===== config.mk =====
export PLATFORM = sky130hd
export DESIGN_NAME = mirror_block_fetch
export DESIGN_NICKNAME = d
export VERILOG_FILES = /design/src/rtl/mirror_block_fetch.sv
export SDC_FILE = /design/constraint.sdc
export NUM_CORES = 1
export LEC_CHECK = 0
export BUFFER_PORTS_ARGS = -buffer_cell sky130_fd_sc_hd__buf_4
export CAP_MARGIN = 10
export CORE_MARGIN = 5
export CORE_UTILIZATION = 54
export DETAILED_ROUTE_END_ITERATION = 16
export GPL_ROUTABILITY_DRIVEN = 0
export PLACE_DENSITY = 0.77
export SKIP_CTS_REPAIR_TIMING = 1
export SLEW_MARGIN = 30
export SYNTH_ARGS = -nofsm -noshare
export SYNTH_HDL_FRONTEND = slang
export SYNTH_SLANG_ARGS = --single-unit

===== constraint.sdc =====
create_clock -name clk -period 6.8 [get_ports clk]
set_clock_uncertainty 0.15 [all_clocks]
set_input_delay 0.34 -clock clk [delete_from_list [all_inputs] [get_ports clk]]
set_output_delay 0.34 -clock clk [all_outputs]
set_load 0.01 [all_outputs]

===== src/rtl/mirror_block_fetch.sv =====
// Fetches one BLK x BLK pixel block at an offset position, padding outside the frame by
// mirroring or edge clamping, and packs LANES vertically adjacent pixels per output word.
module mirror_block_fetch #(
    parameter int IMG_W  = 1280,
    parameter int IMG_H  = 720,
    parameter int BLK    = 16,
    parameter int LANES  = 8,
    parameter int MAXOFF = 36,
    parameter int OFF_W  = 7,
    localparam int BX_W  = $clog2(IMG_W / BLK),
    localparam int BY_W  = $clog2(IMG_H / BLK),
    localparam int AW    = $clog2(IMG_W * IMG_H),
    localparam int LB    = $clog2(BLK),
    localparam int SEG_W = (BLK / LANES > 1) ? $clog2(BLK / LANES) : 1
) (
    input  logic                    clk,
    input  logic                    reset,
    input  logic                    start,
    input  logic [BX_W-1:0]         blk_x,
    input  logic [BY_W-1:0]         blk_y,
    input  logic signed [OFF_W-1:0] off_x,
    input  logic signed [OFF_W-1:0] off_y,
    input  logic                    pad_mode,
    output logic                    busy,
    output logic                    mem_rd_en,
    output logic [AW-1:0]           mem_rd_addr,
    input  logic [7:0]              mem_rd_data,
    output logic                    out_we,
    output logic [LB-1:0]           out_col,
    output logic [SEG_W-1:0]        out_seg,
    output logic [8*LANES-1:0]      out_data,
    output logic                    done,
    output logic                    err,
    output logic [1:0]              fsm_state
);

    // Handshake: start is sampled only while idle; mem_rd_data is consumed exactly one
    // cycle after each mem_rd_en, with no back-pressure; out_we is a one-cycle push.

    localparam int CW     = $clog2((IMG_W > IMG_H) ? IMG_W : IMG_H) + 2;
    localparam int IW     = 2 * LB;
    localparam int LANE_W = (LANES > 1) ? $clog2(LANES) : 1;
    localparam int LL     = $clog2(LANES);

    localparam logic signed [CW-1:0]    W_S      = CW'(IMG_W);
    localparam logic signed [CW-1:0]    H_S      = CW'(IMG_H);
    localparam logic signed [CW-1:0]    ONE_S    = CW'(1);
    localparam logic [AW-1:0]           W_A      = AW'(IMG_W);
    localparam logic signed [OFF_W:0]   MAX_S    = (OFF_W + 1)'(MAXOFF);
    localparam logic [IW-1:0]           LAST_IDX = '1;
    localparam logic [LANE_W-1:0]       LAST_LN  = LANE_W'(LANES - 1);

    typedef enum logic [1:0] {
        IDLE  = 2'd0,
        FETCH = 2'd1,
        DRAIN = 2'd2
    } state_t;

    state_t state, state_nx;

    logic [BX_W-1:0]         bx_q;
    logic [BY_W-1:0]         by_q;
    logic signed [OFF_W-1:0] ox_q;
    logic signed [OFF_W-1:0] oy_q;
    logic                    pad_q;

    logic [IW-1:0]       rd_idx;
    logic [IW-1:0]       ret_idx;
    logic [LANE_W-1:0]   lane_cnt;
    logic [8*LANES-1:0]  pack;
    logic [8*LANES-1:0]  pack_nx;
    logic                rd_valid;
    logic                out_last;
    logic                offs_ok;
    logic                accept;
    logic                reject;
    logic [AW-1:0]       addr_nx;

    function automatic logic off_ok(input logic signed [OFF_W-1:0] o);
        logic signed [OFF_W:0] w;
        w = (OFF_W + 1)'(o);
        return (w <= MAX_S) && (w >= -MAX_S);
    endfunction

    // Maps a raw signed coordinate into [0, n); ~p equals -1-p in two's complement.
    function automatic logic signed [CW-1:0] fold(input logic signed [CW-1:0] p,
                                                  input logic signed [CW-1:0] n,
                                                  input logic pad);
        logic signed [CW-1:0] r;
        r = p;
        if (p[CW-1]) begin
            r = pad ? '0 : ~p;
        end else if (p >= n) begin
            r = pad ? (n - ONE_S) : ((n <<< 1) - ONE_S - p);
        end
        return r;
    endfunction

    // idx is the column-major read index: upper half is the column, lower half the row.
    function automatic logic [AW-1:0] pix_addr(input logic [BX_W-1:0] bx,
                                               input logic [BY_W-1:0] by,
                                               input logic signed [OFF_W-1:0] ox,
                                               input logic signed [OFF_W-1:0] oy,
                                               input logic pad,
                                               input logic [IW-1:0] idx);
        logic signed [CW-1:0] px;
        logic signed [CW-1:0] py;
        px = signed'(CW'({bx, idx[IW-1:LB]})) + CW'(ox);
        py = signed'(CW'({by, idx[LB-1:0]})) + CW'(oy);
        px = fold(px, W_S, pad);
        py = fold(py, H_S, pad);
        return AW'(py) * W_A + AW'(px);
    endfunction

    assign offs_ok   = off_ok(off_x) && off_ok(off_y);
    assign accept    = (state == IDLE) && start && offs_ok;
    assign reject    = (state == IDLE) && start && !offs_ok;
    assign busy      = (state != IDLE);
    assign fsm_state = state;
    assign pack_nx   = (pack << 8) | (8 * LANES)'(mem_rd_data);

    // The first address comes straight from the inputs so reading starts the next cycle.
    always_comb begin
        addr_nx = '0;
        if (state == IDLE) begin
            addr_nx = pix_addr(blk_x, blk_y, off_x, off_y, pad_mode, '0);
        end else begin
            addr_nx = pix_addr(bx_q, by_q, ox_q, oy_q, pad_q, rd_idx + 1'b1);
        end
    end

    always_ff @(posedge clk) begin
        if (reset) begin
            state <= IDLE;
        end else begin
            state <= state_nx;
        end
    end

    always_comb begin
        state_nx = state;
        case (state)
            IDLE:    if (accept) state_nx = FETCH;
            FETCH:   if (rd_idx == LAST_IDX) state_nx = DRAIN;
            DRAIN:   if (done) state_nx = IDLE;
            default: state_nx = IDLE;
        endcase
    end

    always_ff @(posedge clk) begin
        if (reset) begin
            bx_q        <= '0;
            by_q        <= '0;
            ox_q        <= '0;
            oy_q        <= '0;
            pad_q       <= 1'b0;
            rd_idx      <= '0;
            ret_idx     <= '0;
            lane_cnt    <= '0;
            pack        <= '0;
            rd_valid    <= 1'b0;
            out_last    <= 1'b0;
            mem_rd_en   <= 1'b0;
            mem_rd_addr <= '0;
            out_we      <= 1'b0;
            out_col     <= '0;
            out_seg     <= '0;
            out_data    <= '0;
            done        <= 1'b0;
            err         <= 1'b0;
        end else begin
            err      <= reject;
            out_we   <= 1'b0;
            done     <= out_we && out_last;
            rd_valid <= mem_rd_en;

            if (accept) begin
                bx_q        <= blk_x;
                by_q        <= blk_y;
                ox_q        <= off_x;
                oy_q        <= off_y;
                pad_q       <= pad_mode;
                rd_idx      <= '0;
                ret_idx     <= '0;
                lane_cnt    <= '0;
                pack        <= '0;
                mem_rd_en   <= 1'b1;
                mem_rd_addr <= addr_nx;
            end else if (state == FETCH) begin
                if (rd_idx == LAST_IDX) begin
                    mem_rd_en <= 1'b0;
                end else begin
                    rd_idx      <= rd_idx + 1'b1;
                    mem_rd_addr <= addr_nx;
                end
            end

            // Return side tracks its own index; column-major order keeps a word in one column.
            if (rd_valid) begin
                pack    <= pack_nx;
                ret_idx <= ret_idx + 1'b1;
                if (lane_cnt == LAST_LN) begin
                    lane_cnt <= '0;
                    out_we   <= 1'b1;
                    out_data <= pack_nx;
                    out_col  <= ret_idx[IW-1:LB];
                    out_seg  <= SEG_W'(ret_idx[LB-1:0] >> LL);
                    out_last <= (ret_idx == LAST_IDX);
                end else begin
                    lane_cnt <= lane_cnt + 1'b1;
                end
            end
        end
    end

endmodule


==> flow_summary.toml, run 1 <==
[outcome]
outcome = "finished, violations left"
violations = "hold timing"

[yosys]
synthArstFlopShare = 0
netlist_instances = 1659
synth_edf_count = 0
synth_area_leaders = "dfxtp_1, ha_1, nand2_1, a21oi_1, nor2_1"
syn_avg_cell_area_um2 = 7.51
synth_cell_types = 83
yosysMostFrequentCell = "nand2_1"
netlist_top_cells_count = "nand2_1, a21oi_1, nor2_1, dfxtp_1, ha_1"
ys_seq_area_frac = 0.321
syn-cell-area_mm2 = 0.0125
yosys_warnings = 0
ys.flop_type = "dfxtp_1"
synth_top_area_share = 0.321
ys_ff_latch = 200
syn_nets = 1813
yosysTopAreaCell = "dfxtp_1"

[route]
via_per_inst = 5.78
drc = 0
dr.pass1.iters = 8
postRouteAntennaNets = 0
drtIter0Drc = 942
wl_per_cell_um = 16.2
vias = 11833
routed_wl_um = 33200

[hold_path]
hp-class = "input port to flip-flop"
hold_start = "mem_rd_data[6]"
hold_path_end = "pack[6]"
hold_path_depth = 3

[critical_path]
critPathMaxStageDelay_ns = 0.40
arrival_ns = 6.61
rr_worst_depth = 28
critPathKind = "flip-flop to flip-flop"
reg2reg_to = "mem_rd_addr[18]"
cp_slowest_cell = "fa_1"
ff2ff_setup_slack_ns = 0.38
cp-end-kind = "flip-flop"
path_max_fanout = 9
regToRegStartpoint = "rd_idx[0]"
critPathRequiredTime_ns = 6.99
path_common_cell = "ha_1"
worstSetupStartpointType = "flip-flop"

[timing]
slew_headroom = 0.386
period_share = 0.944
drv_slew = 0
finalHoldViolations = 6
setup_viol = 0
min_period_ns = 6.42
tightest_slew_ns = 0.921
holdWs_ns = -0.0219
fmax_mhz = 156

[clock_network]
clock-root-buffer = "clkbuf_16"
cts_tree = "built"
cts_made_buffers = 17
cts_sinks = 200
path_clk_slew_ns = 0.09
worstSkewPairLatency_ns = 0.45
clockBufferDepth = 2
htree_levels = 4

[final_layout]
antenna_cells = 0
final_util = 0.636
final_nets = 1905
layout-drive-gt1-share = 0.135
stdcell_count = 2049
areaGrowthSynthToFinish_pct = 16.0

[global_routing]
grt_pass1_vias = 10919
antenna_found_initial = 0
grt_max_degree = 134
grt_pass1_wl_um = 53900
gr-usage-all-layers = 0.245
grt-ovfl-total = 0

[floorplanning]
core_mm2 = 0.0227
die_x_um = 162
die_h_um = 162
rows = 55
initial_core_util = 0.548
pin_count = 135
dieArea_mm2 = 0.0262

[place]
io_buffers = 134
placed_cells = 2008
dp_hpwl_um = 23600

[pwr]
p_leak_nw = 6.12
powerDensity_mw_per_mm2 = 260
ir_drop_mv = 0.171

[flow_run]
maxCapViolations = 0
critical path: cells and delay by family, from the launching register on:
kind	cells	cell delay, ns
AO/OA/AOI/OAI	13	2.79
AND/OR/NAND/NOR	5	0.92
buffers and inverters	2	0.29
flip-flops	1	0.35
adder cells (fa/ha/maj)	5	1.34
XOR/XNOR	2	0.32
multiplexers	1	0.16
area by class of cell:
| class | count | area [um^2] |
|---|---|---|
| Multi-Input combinational cell | 1317 | 8010 |
| Sequential cell | 200 | 4010 |
| Timing Repair Buffer | 159 | 1210 |
| Fill cell | 1981 | 8270 |
| Clock inverter | 15 | 218 |
| Inverter | 56 | 210 |
| Clock buffer | 17 | 425 |
| Tap cell | 285 | 357 |
placed cells by master (no fill, tap or decap), types with 7 or more instances in the layout:
cell type,Yosys,final
a211oi_1,11,11
a21o_1,16,16
fa_1,8,8
a311oi_1,8,8
xnor2_1,42,41
nand2_1,324,322
a31oi_1,11,11
nor2_1,212,211
dfxtp_1,200,197
nor3b_1,8,7
o211ai_1,10,10
o31ai_1,7,7
o21a_1,10,10
nor2b_1,19,18
buf_4,0,153
inv_1,56,56
mux2i_1,7,7
or3_1,7,7
nand3_1,21,20
o22ai_1,9,9
o21ai_1,8,10
clkbuf_16,0,17
o21bai_1,7,7
nor3_1,27,25
ha_1,107,106
a21oi_1,226,223
nand2b_1,11,10
xor2_1,28,27
o21ai_0,65,63
routing by layer:
| metal | global-route usage | vias to the layer above | wire length, um |
|---|---|---|---|
| met5 | 0 | - | 0 |
| met4 | 0.0573 | 0 | 563 |
| met3 | 0.0502 | 46 | 2230 |
| met2 | 0.391 | 366 | 15500 |
| met1 | 0.342 | 5513 | 14900 |
| li1 | - | 5908 | - |
power breakdown:
group / internal, mW / switching [mW]
clock network: 0.523 / 0.570
logic: 0.608 / 0.808
registers: 1.21 / 0.0365
total: 2.34 / 1.41
flip-flops by register name, summed over array words and instances, names as in the netlist:
| signal | flops |
|---|---|
| out_data | 64 |
| pack | 56 |
| mem_rd_addr | 20 |
| rd_idx | 8 |
| ret_idx | 8 |
| bx_q | 7 |
| ox_q | 7 |
| oy_q | 7 |
| by_q | 6 |
| out_col | 4 |
| lane_cnt | 3 |
| fsm_state | 2 |
| done | 1 |
| err | 1 |
| mem_rd_en | 1 |
| out_last | 1 |
| out_seg | 1 |
| out_we | 1 |
| pad_q | 1 |
| rd_valid | 1 |
worst max-delay path by stage:
stage,from,end,slack [ns]
after floorplan,rd_idx[2],mem_rd_addr[19],0.38
after global placement,rd_idx[2],mem_rd_addr[19],0.21
after detailed placement,rd_idx[0],mem_rd_addr[19],0.03
after CTS,rd_idx[0],mem_rd_addr[19],-0.02
after global routing,rd_idx[1],mem_rd_addr[19],-0.13
final,rd_idx[0],mem_rd_addr[18],0.38
metrics by stage:
| step | cell area [um^2] | total power, mW | setup slack (ns) | hold WS [ns] | setup TNS [ns] |
|---|---|---|---|---|---|
| 2_1_floorplan | 12500 | 2.30 | 0.376 | 0.260 | 0 |
| 3_3_place_gp | 13600 | 2.59 | 0.214 | 0.272 | 0 |
| 3_5_place_dp | 13600 | 2.63 | 0.0261 | 0.273 | 0 |
| 4_1_cts | 14300 | 3.72 | -0.0202 | -0.0342 | -0.0202 |
| 5_1_grt | 14400 | 3.98 | -0.129 | 0.0000319 | -0.148 |
| 6_report | 14400 | 3.75 | 0.382 | -0.0219 | 0 |
logic make-up (layout without fill, tap and decap cells):
kind of cell / Yosys count / in the layout / share of synthesized area
simple gates: 672 / 672 / 0.228
compound gates: 448 / 448 / 0.226
flops: 200 / 200 / 0.321
buf+inv: 142 / 247 / 0.0435
fa+ha+maj: 115 / 115 / 0.120
xor+xnor: 72 / 72 / 0.0523
mux: 10 / 10 / 0.00834
No activity file was read; power rests on OpenSTA's default activity.
==> inputs of run 2 (changes only) <==
CORE_UTILIZATION = 40   (was 54)
PLACE_DENSITY = default   (was 0.77)
==> flow_summary.toml, run 2 (synthesized netlist as in run 1, its figures left out) <==
[timing]
slew_headroom = 0.320
holdWs_ns = -0.00632
drv_slew = 0
setup_viol = 0
fmax_mhz = 155
finalSetupTns_ns = 0
min_period_ns = 6.44
period_share = 0.947
tightest_slew_ns = 1.01
finalHoldViolations = 1

[clock_network]
cts_sinks = 200
clockBufferDepth = 2
path_clk_slew_ns = 0.09
cts_tree = "built"
cts_made_buffers = 17
htree_levels = 4
clock-root-buffer = "clkbuf_16"
worstSkewPairLatency_ns = 0.46

[critical_path]
critPathRequiredTime_ns = 7.03
ff2ff_setup_slack_ns = 0.36
rr_worst_depth = 27
worstSetupStartpointType = "flip-flop"
path_buf_inv = 0
reg2reg_to = "mem_rd_addr[19]"
path_common_cell = "ha_1"
regToRegStartpoint = "rd_idx[2]"
critPathMaxStageDelay_ns = 0.42
cp_slowest_cell = "fa_1"
arrival_ns = 6.67
path_max_fanout = 5
critPathKind = "flip-flop to flip-flop"
crit_family = "compound AO/OA/AOI/OAI gates"
cp-end-kind = "flip-flop"

[global_routing]
grt_max_degree = 101
grt_pass1_wl_um = 56200
grt_pass1_vias = 10945
antenna_found_initial = 0
gr-usage-all-layers = 0.191
grt-ovfl-total = 0

[floorplanning]
pin_count = 135
initial_core_util = 0.406
dieArea_mm2 = 0.0348
die_h_um = 186
core_mm2 = 0.0307
rows = 64
die_x_um = 186

[final_layout]
reg_top3 = "out_data: 64 flops, pack: 56 flops, mem_rd_addr: 20 flops"
layout_commonest_cell = "nand2_1"
antenna_cells = 0
areaGrowthSynthToFinish_pct = 16.8
final_util = 0.474
final_nets = 1905
finish.instance_area_mm2 = 0.0146
largest_register_ffs = 64
largest_register = "out_data"
layout_common_cells = "nand2_1, a21oi_1, nor2_1"
layout-drive-gt1-share = 0.130

[place]
placed_cell_area_mm2 = 0.0138
dp_hpwl_um = 24800
io_buffers = 134

[pwr]
ir_drop_mv = 0.132
powerDensity_mw_per_mm2 = 257
p_leak_nw = 6.11

[route]
drc = 0
wl_per_cell_um = 15.8
vias = 11542
drtIter0Drc = 853
dr.pass1.iters = 5
postRouteAntennaNets = 0
routed_wl_um = 34200
via_per_inst = 5.34

[hold_path]
hold_path_depth = 3
hp-class = "input port to flip-flop"
hold_path_end = "by_q[0]"
hold_start = "blk_y[0]"

[flow_run]
maxCapViolations = 0

[outcome]
outcome = "finished, violations left"
violations = "hold timing"
-- run 2: worst max-delay path by stage --
stage,from,end,slack (ns),cells after the start
global route,rd_idx[1],mem_rd_addr[19],-0.03,27
finish,rd_idx[2],mem_rd_addr[19],0.36,27
CTS,rd_idx[2],mem_rd_addr[19],-0.06,28
detailed placement,rd_idx[2],mem_rd_addr[19],0.05,28
global placement,rd_idx[2],mem_rd_addr[19],0.17,28
floorplan,rd_idx[2],mem_rd_addr[19],0.38,28
-- run 2: metrics by stage --
| step | total power, mW | std cells | worst slack (ns) | hold slack (ns) |
|---|---|---|---|---|
| 2_1_floorplan | 2.30 | 1659 | 0.376 | 0.260 |
| 3_3_place_gp | 2.62 | 2118 | 0.169 | 0.270 |
| 3_5_place_dp | 2.64 | 2118 | 0.0496 | 0.271 |
| 4_1_cts | 3.73 | 2150 | -0.0558 | -0.0481 |
| 5_1_grt | 3.99 | 2160 | -0.0266 | 0.00749 |
| 6_report | 3.73 | 2160 | 0.359 | -0.00632 |
-- run 2: tightest hold or removal path, delay by kind of cell --
family	cells	cell delay (ns)
buf+inv	1	0.11
simple gates	1	0.06
compound gates	1	0.05
-- run 2: layout make-up --
| type | instances | area (um^2) |
|---|---|---|
| clock buffers | 17 | 425 |
| clock inverters | 15 | 204 |
| fillers | 3058 | 16100 |
| repair buffers | 159 | 1220 |
| flip-flops and latches | 200 | 4010 |
| multi-input cells | 1317 | 7990 |
| well taps | 396 | 495 |
| inverters | 56 | 210 |
-- run 2: routing by layer --
metal / routed length (um) / track usage
met1: 16500 / 0.269
met2: 15400 / 0.298
met3: 1700 / 0.0428
met4: 538 / 0.0454
met5: 0 / 0
-- run 2: power by group --
| group | switching (mW) | leakage, nW | total, mW | internal (mW) |
|---|---|---|---|---|
| clock | 0.561 | 0.305 | 1.08 | 0.516 |
| sequential | 0.0398 | 1.62 | 1.25 | 1.21 |
| combinational | 0.807 | 4.18 | 1.41 | 0.601 |
==> inputs of run 3 (changes only) <==
--- a/config.mk
+++ b/config.mk
@@ -14,3 +14,3 @@
 export SKIP_CTS_REPAIR_TIMING = 1
-export SLEW_MARGIN = 30
+export SLEW_MARGIN = 20
 export SYNTH_ARGS = -nofsm -noshare
==> constraint.sdc (replaced) <==
create_clock -name clk -period 6 [get_ports clk]
set_clock_uncertainty 0.15 [all_clocks]
set_input_delay 0.3 -clock clk [delete_from_list [all_inputs] [get_ports clk]]
set_output_delay 0.3 -clock clk [all_outputs]
set_load 0.02 [all_outputs]
==> flow_summary.toml, run 3 (synthesized netlist as in run 1, its figures left out) <==
[outcome]
outcome = "finished, violations left"
violations = "hold timing, setup timing"

[critical_path]
cp_slowest_cell = "a2111oi_4"
regToRegStartpoint = "rd_idx[0]"
arrival_ns = 6.61
path_common_cell = "ha_4"
path_max_fanout = 5
critPathKind = "flip-flop to flip-flop"
cp-end-kind = "flip-flop"
reg2reg_to = "mem_rd_addr[19]"
critPathMaxStageDelay_ns = 0.41
critPathRequiredTime_ns = 6.20
worstSetupStartpointType = "flip-flop"
rr_worst_depth = 27
ff2ff_setup_slack_ns = -0.40

[timing]
drv_slew = 0
fmax_mhz = 156
rsz0062_at_grt = "yes"
tightest_slew_ns = 1.01
holdWs_ns = -0.0234
setup_ws_ns = -0.403
period_share = 1.07
finalSetupTns_ns = -0.407
setup_viol = 2
min_period_ns = 6.40
finalHoldViolations = 3
slew_headroom = 0.324

[route]
drtIter0Drc = 779
wl_per_cell_um = 15.3
postRouteAntennaNets = 0
routed_wl_um = 35200
vias = 12214
dr.pass1.iters = 5
drc = 0
via_per_inst = 5.32

[pwr]
pwr-share-clk = 0.256
p_leak_nw = 6.78
powerDensity_mw_per_mm2 = 298
finalPower_mw = 4.75
switchingPower_mw = 1.75
p_int_mw = 3.00
seqPwrFrac = 0.296
p_sw_frac = 0.368
ir_drop_mv = 0.185
p_comb_frac = 0.448

[final_layout]
finish.instance_area_mm2 = 0.0159
layout-drive-gt1-share = 0.217
antenna_cells = 0
largest_register = "out_data"
areaGrowthSynthToFinish_pct = 27.8
layout_common_cells = "nand2_1, buf_4, a21oi_1"
layout_commonest_cell = "nand2_1"
largest_register_ffs = 64
final_nets = 2041
reg_top3 = "out_data: 64 flops, pack: 56 flops, mem_rd_addr: 20 flops"
final_util = 0.519

[floorplanning]
rows = 64
pin_count = 135
die_h_um = 186
dieArea_mm2 = 0.0348
initial_core_util = 0.406
core_mm2 = 0.0307
die_x_um = 186

[clock_network]
cts_sinks = 200
cts_made_buffers = 17
clockBufferDepth = 2
path_clk_slew_ns = 0.09
clock-root-buffer = "clkbuf_16"
cts_tree = "built"
htree_levels = 4
worstSkewPairLatency_ns = 0.44

[global_routing]
grt_pass1_wl_um = 57000
grt_pass1_vias = 11306
grt-ovfl-total = 0
gr-usage-all-layers = 0.193
grt_max_degree = 118
antenna_found_initial = 0

[hold_path]
hold_path_end = "by_q[4]"
hp-class = "input port to flip-flop"
hold_path_depth = 3
hold_start = "blk_y[4]"

[place]
placed_cell_area_mm2 = 0.0147
place_ws_ns = -0.386
dp_hpwl_um = 25400
io_buffers = 134

[flow_run]
maxCapViolations = 0
-- run 3: worst max path at each step --
stage,to,slack (ns),from
2_1_floorplan,mem_rd_addr[18],0.02,rd_idx[1]
6_report,mem_rd_addr[19],-0.40,rd_idx[0]
3_5_place_dp,mem_rd_addr[19],-0.39,rd_idx[2]
3_3_place_gp,mem_rd_addr[19],-0.22,rd_idx[1]
4_1_cts,mem_rd_addr[19],-0.42,rd_idx[2]
5_1_grt,mem_rd_addr[19],-0.63,rd_idx[0]
-- run 3: critical path: cells and delay by family (launching register included) --
| family | cells | cell delay, ns |
|---|---|---|
| DFF | 1 | 0.37 |
| adders and majority gates | 5 | 1.27 |
| xor gates and xnor gates | 4 | 0.82 |
| and+or+nand+nor | 7 | 1.15 |
| AOI/OAI and AO/OA | 11 | 2.53 |
-- run 3: metal layers --
metal | routed length, um | vias up | global-route usage | part of all wire
li1 | - | 6177 | - | -
met1 | 17100 | 5753 | 0.277 | 0.49
met2 | 15900 | 258 | 0.303 | 0.45
met3 | 1710 | 26 | 0.0348 | 0.049
met4 | 447 | 0 | 0.0415 | 0.013
met5 | 0 | - | 0 | 0
-- run 3: cell type report --
type	count	area (um^2)
clock buffers	17	425
clock inverters	15	193
fillers	2999	14800
inverters	56	210
multi-input cells	1317	8310
flip-flops and latches	200	4020
well taps	396	495
repair buffers	295	2270
-- run 3: power groups by stage --
stage          registers [mW]  logic (mW)  clock network [mW]
4_1_cts                  1.41        1.89                1.24
5_1_grt                  1.41        2.35                1.30
2_1_floorplan            1.46        1.18                   0
3_3_place_gp             1.44        1.86                   0
6_report                 1.41        2.13                1.22
3_5_place_dp             1.44        1.87                   0
-- run 3: metrics by stage --
step	hold slack, ns	std cells
5_1_grt	0.00284	2296
3_5_place_dp	0.287	2233
4_1_cts	-0.0799	2265
2_1_floorplan	0.260	1659
3_3_place_gp	0.282	2233
6_report	-0.0234	2296
